### config.mk
export PLATFORM = sky130hd
export DESIGN_NAME = core_mem_arbiter
export DESIGN_NICKNAME = d
export VERILOG_FILES = /design/src/rtl/core_mem_arbiter.sv
export SDC_FILE = /design/constraint.sdc
export NUM_CORES = 1
export LEC_CHECK = 0
export CAP_MARGIN = 40
export CORE_AREA = 3 3 212 214
export CTS_CLUSTER_SIZE = 14
export DETAILED_ROUTE_END_ITERATION = 7
export DIE_AREA = 0 0 215 217
export PLACE_DENSITY_LB_ADDON = 0.05
export SLEW_MARGIN = 20
export SYNTH_ARGS = -nofsm -noshare
export SYNTH_HDL_FRONTEND = slang
export SYNTH_SLANG_ARGS = --single-unit
### constraint.sdc
create_clock -name g_clk -period 2 [get_ports g_clk]
set_input_delay 0.4 -clock g_clk [delete_from_list [all_inputs] [get_ports g_clk]]
set_output_delay 0.4 -clock g_clk [all_outputs]
set_load 0.02 [all_outputs]
### src/rtl/core_mem_arbiter.sv
// core_mem_arbiter
// Shares one memory port between instruction fetch (imem) and the LSU (dmem).
// Data accesses win contention, except when fetch has already watched
// STARVE_LIMIT consecutive data grants go by; then fetch is picked once.
// The chosen requester stays locked onto the memory port until its grant
// (or until it aborts), so the memory sees stable request fields.
// The request and response paths are purely combinational.
module core_mem_arbiter #(
  parameter int MEM_ADDR_W   = 64,
  parameter int MEM_DATA_W   = 64,
  parameter int MEM_STRB_W   = 8,
  parameter int STARVE_LIMIT = 4
) (
  input  logic                  g_clk,
  input  logic                  g_resetn,
  // fetch requester
  input  logic                  imem_req,
  input  logic [MEM_ADDR_W-1:0] imem_addr,
  output logic                  imem_gnt,
  output logic                  imem_err,
  output logic [MEM_DATA_W-1:0] imem_rdata,
  // data requester
  input  logic                  dmem_req,
  input  logic [MEM_ADDR_W-1:0] dmem_addr,
  input  logic                  dmem_wen,
  input  logic [MEM_STRB_W-1:0] dmem_strb,
  input  logic [MEM_DATA_W-1:0] dmem_wdata,
  output logic                  dmem_gnt,
  output logic                  dmem_err,
  output logic [MEM_DATA_W-1:0] dmem_rdata,
  // shared memory port
  output logic                  mem_req,
  output logic [MEM_ADDR_W-1:0] mem_addr,
  output logic                  mem_wen,
  output logic [MEM_STRB_W-1:0] mem_strb,
  output logic [MEM_DATA_W-1:0] mem_wdata,
  input  logic                  mem_gnt,
  input  logic                  mem_err,
  input  logic [MEM_DATA_W-1:0] mem_rdata
);

  // streak counts 0..STARVE_LIMIT inclusive
  localparam int            SW      = (STARVE_LIMIT < 1) ? 1 : $clog2(STARVE_LIMIT + 1);
  localparam logic [SW-1:0] LIMIT_V = SW'(STARVE_LIMIT);

  typedef enum logic [1:0] {
    OWN_NONE = 2'd0,
    OWN_IMEM = 2'd1,
    OWN_DMEM = 2'd2
  } owner_t;

  owner_t        owner;
  owner_t        owner_nxt;
  logic [SW-1:0] streak;
  logic [SW-1:0] streak_nxt;
  logic          sel_imem;
  logic          sel_dmem;
  logic          fetch_done;
  logic          data_done;

  // Pick which requester drives the memory port this cycle.
  // A locked owner is followed alone: if it drops its request the port goes
  // idle for that cycle (abort) and the other requester waits for NONE.
  always_comb begin
    sel_imem = 1'b0;
    sel_dmem = 1'b0;
    if (g_resetn) begin
      unique case (owner)
        OWN_IMEM: sel_imem = imem_req;
        OWN_DMEM: sel_dmem = dmem_req;
        default: begin
          if (imem_req && dmem_req) begin
            if (streak == LIMIT_V) sel_imem = 1'b1;
            else                   sel_dmem = 1'b1;
          end else begin
            sel_imem = imem_req;
            sel_dmem = dmem_req;
          end
        end
      endcase
    end
  end

  // A transaction completes in any cycle the selected requester sees mem_gnt.
  always_comb begin
    fetch_done = sel_imem && mem_gnt;
    data_done  = sel_dmem && mem_gnt;
  end

  // Ownership next state: lock only while a selected request is still
  // waiting; a grant or an abort always returns to NONE so the next cycle
  // re-arbitrates with the updated streak.
  always_comb begin
    owner_nxt = OWN_NONE;
    if (sel_imem && !mem_gnt) begin
      owner_nxt = OWN_IMEM;
    end else if (sel_dmem && !mem_gnt) begin
      owner_nxt = OWN_DMEM;
    end
  end

  // Starvation counter: only meaningful while fetch is actually waiting.
  always_comb begin
    streak_nxt = streak;
    if (!imem_req) begin
      streak_nxt = '0;
    end else if (fetch_done) begin
      streak_nxt = '0;
    end else if (data_done && (streak != LIMIT_V)) begin
      streak_nxt = streak + SW'(1);
    end
  end

  // Ownership and streak registers with synchronous active-low reset.
  always_ff @(posedge g_clk) begin
    if (!g_resetn) begin
      owner  <= OWN_NONE;
      streak <= '0;
    end else begin
      owner  <= owner_nxt;
      streak <= streak_nxt;
    end
  end

  // Forward the selected request; fetch never writes, idle drives zeros.
  always_comb begin
    mem_req   = 1'b0;
    mem_addr  = '0;
    mem_wen   = 1'b0;
    mem_strb  = '0;
    mem_wdata = '0;
    if (sel_imem) begin
      mem_req  = 1'b1;
      mem_addr = imem_addr;
    end else if (sel_dmem) begin
      mem_req   = 1'b1;
      mem_addr  = dmem_addr;
      mem_wen   = dmem_wen;
      mem_strb  = dmem_strb;
      mem_wdata = dmem_wdata;
    end
  end

  // Route the response back: gnt/err only to the selected port, read data
  // broadcast to both, everything held at zero during reset.
  always_comb begin
    imem_gnt   = sel_imem && mem_gnt;
    imem_err   = sel_imem && mem_err;
    dmem_gnt   = sel_dmem && mem_gnt;
    dmem_err   = sel_dmem && mem_err;
    imem_rdata = '0;
    dmem_rdata = '0;
    if (g_resetn) begin
      imem_rdata = mem_rdata;
      dmem_rdata = mem_rdata;
    end
  end

endmodule

==> run_results.csv <==
group,metric,value,unit
drt,drt-initial-drc-count,81,
clocking,cts_buffers,3,
synthesis,synth_common_cells,"and3_1 (139), and2_1 (68), buf_4 (64)",
floorplanning,fp.dieW,215,microns
synthesis,synth_flop_cell,"dfxtp_1",
timing,fin_crit_sh,131,%
timing,setup_viol_count_final,142,
clocking,cts-root-buf,"clkbuf_16",
global_route,grtUsageMet2,22.0,%
drt,ant_nets,0,
critical_path,timing.rr.end,"owner[0]",
power,pwr-share-clk,12.2,%
clocking,cts_tree,"built",
timing,finalClockSkew,0.00198,ns
placed_design,numPortBuffers,540,
drt,wl,28300,microns
floorplanning,design.die.area,46700,sq um
critical_path,arrival,2.22,ns
drt,drc,0,
final_layout,drive_above_1_share,43.7,%
timing,finalCriticalPeriod,2.62,ns
clocking,cts_max_level,1,
final_layout,area_growth,232,%
critical_path,reg2reg_depth,10,
floorplanning,die_height,217,microns
synthesis,ys_seq_elements,5,
timing,slew_headroom,76.2,%
synthesis,synth_area_leaders,"and3_1 (28%), mux2_4 (17%), buf_4 (15%), and2_1 (14%), mux2_2 (10%)",
timing,hold_violations,0,
synthesis,synth_cell_types,25,
timing,rsz0062_at_grt,"yes",
clocking,cts_sinks,5,
hold_path,hold_end,"streak[1]",
final_layout,antennaDiodeCount,0,
critical_path,critPathRequiredTime,1.60,ns
hold_path,hp-class,"primary input to flop",
synthesis,async_flop_share,0,%
synthesis,syn-num-nets,691,
clocking,clk_latency,0.23,ns
synthesis,yosysWarningCount,0,
global_route,gr-total-overflow,0,
power,p_seq_share,3.8,%
hold_path,holdPathStages,4,
floorplanning,ioPinCount,541,
floorplanning,num_rows,76,
drt,viasPerCell,3.25,
synthesis,synth-edff-count,0,
final_layout,post_layout_nonfiller_instances,1500,
critical_path,start_kind,"flop",
synthesis,synth_top_cell_by_area,"and3_1",
synthesis,seq_area_frac_synth,3.18,%
run_status,status,"finished, violations left",
placed_design,dp.cells,1473,
power,power,2730,uW
timing,worst_slack,-0.624,ns
power,p_leak,0.00607,uW
floorplanning,coreArea,43100,sq um
timing,whs,0.624,ns
power,pwr-share-comb,83.9,%
clocking,clockBufferDepth,2,
global_route,top_usage_layer,"met2",
timing,slew_viol_final,0,
final_layout,fillers,4719,
global_route,grt_usage,10.5,%
drt,dr.pass1.iters,4,
power,swShare,36.8,%
global_route,use_met1,10.1,%
global_route,antenna_found_initial,0,
synthesis,avgSynthCellArea,7.57,sq um
power,peakVddDrop,0.173,mV
job,maxCapViolCount,0,
critical_path,regToRegStartpoint,"owner[0]",
timing,fin_tns_setup,-73.23,ns
critical_path,r2r_setup_slack,0.01,ns
hold_path,hold_start,"imem_req",
final_layout,final_area,10500,sq um
power,power-per-cell-area,261,nW/um^2
drt,wl_per_cell,18.8,microns
timing,fmax,381,MHz
synthesis,synth_top_area_share,27.6,%
placed_design,gp_congestion,0.716,
clocking,ctsHoldBuffers,0,
global_route,grt_pass1_vias,5150,
synthesis,netlist_area,3150,sq um
floorplanning,start_util,7.31,%
power,p_switching,1010,uW
synthesis,yosysMostFrequentCell,"and3_1",
critical_path,worstPathMaxFanout,8,
clocking,clkTransAtPathRegs,0.04,ns
timing,worst-slew-pin-transition,0.355,ns
synthesis,netlist_instances,416,
critical_path,path_class,"flop to output port",
drt,num_vias,4874,
placed_design,dp_hpwl,22600,microns
global_route,grt_max_degree,65,
placed_design,dpl_cell_area,9410,sq um
global_route,grt_pass1_wl,37100,microns
global_route,grt_use_met3,3.85,%
critical_path,end_kind,"output port",
power,internal_power,1720,uW
run_status,violations,"setup timing",
final_layout,nets,1191,
==> timing repair <==
item                                    CTS  global route
setup buffers                             5             6
pin swaps                                 2            40
hold endpoints to repair                  0             0
gates cloned                              2            10
resized for setup                       502           401
endpoints found under the setup margin  270           268
==> placed cells by master, fill, tap and decap left out, drive strengths merged <==
master           n
dfxtp            5
a31oi            2
and2            68
clkbuf          24
clkdlybuf4s50  267
and3           139
o211a            1
nor4             1
a211oi           2
mux2            64
o2111ai          1
inv              4
or3              1
nand2            4
a311oi           1
nor4bb           1
buf            190
nand4            2
a311o            1
clkdlybuf4s15    1
nor3             1
nor2             2
dlymetal6s2s   125
dlygate4sd2      1
ha               4
o21ai            3
==> worst max-delay path by stage <==
stage	start	cells after the start	slack [ns]	endpoint
finish	owner[0]	10	-0.62	mem_wdata[11]
global route	owner[0]	10	-0.68	mem_strb[5]
CTS	imem_req	6	-0.69	mem_addr[20]
detailed placement	g_resetn	7	-1.05	mem_addr[50]
global placement	g_resetn	7	-1.05	mem_addr[50]
floorplan	owner[0]	8	-0.12	mem_addr[56]
==> per-stage QoR <==
step | util [%] | worst slack, ns
2_1_floorplan | - | -0.115
3_3_place_gp | 21.8 | -1.05
3_5_place_dp | 21.8 | -1.05
4_1_cts | 21.9 | -0.689
5_1_grt | 24.3 | -0.683
6_report | 24.3 | -0.624
==> cell type report <==
class / count / area (sq um) / share of cell area, %
flip-flops and latches: 5 / 103 / 0.980
well taps: 585 / 732 / 6.99
multi-input cells: 298 / 2970 / 28.4
clock buffers: 4 / 78.8 / 0.753
inverters: 4 / 15.0 / 0.143
repair buffers: 604 / 6570 / 62.7
==> sequential cells by signal, summed over array words and instances (netlist names) <==
name    flops
streak      3
owner       2
==> power by group through the flow <==
stage | sequential, uW | clock (uW) | combinational, uW
4_1_cts | 104 | 336 | 2180
2_1_floorplan | 105 | 0 | 1010
5_1_grt | 105 | 350 | 2420
3_5_place_dp | 105 | 0 | 2180
6_report | 104 | 334 | 2290
3_3_place_gp | 105 | 0 | 2200
==> logic make-up (layout without fill, tap and decap cells) <==
group,Yosys count,count (layout),synth area share (%)
fa+ha+maj,4,4,1.59
compound gates,11,11,2.54
simple gates,219,219,43.1
mux,64,64,27.1
buf+inv,113,612,22.5
flops,5,5,3.18
==> layer usage <==
layer | part of all wire, % | up-vias
met3 | 8.2 | 4
met1 | 34 | 2240
met2 | 57 | 230
li1 | - | 2400
met4 | 0.38 | 0
met5 | 0 | -
==> worst max-delay path, stage by stage (launching register included) <==
cell and delay, ns:
dfxtp_2 0.33, inv_2 0.05, ha_4 0.29, nor2_4 0.04, a311o_2 0.42, buf_12 0.17
buf_8 0.13, buf_16 0.13, buf_12 0.13, and3_4 0.16, buf_6 0.12
Note: power is estimated with default switching activity, not from simulation.
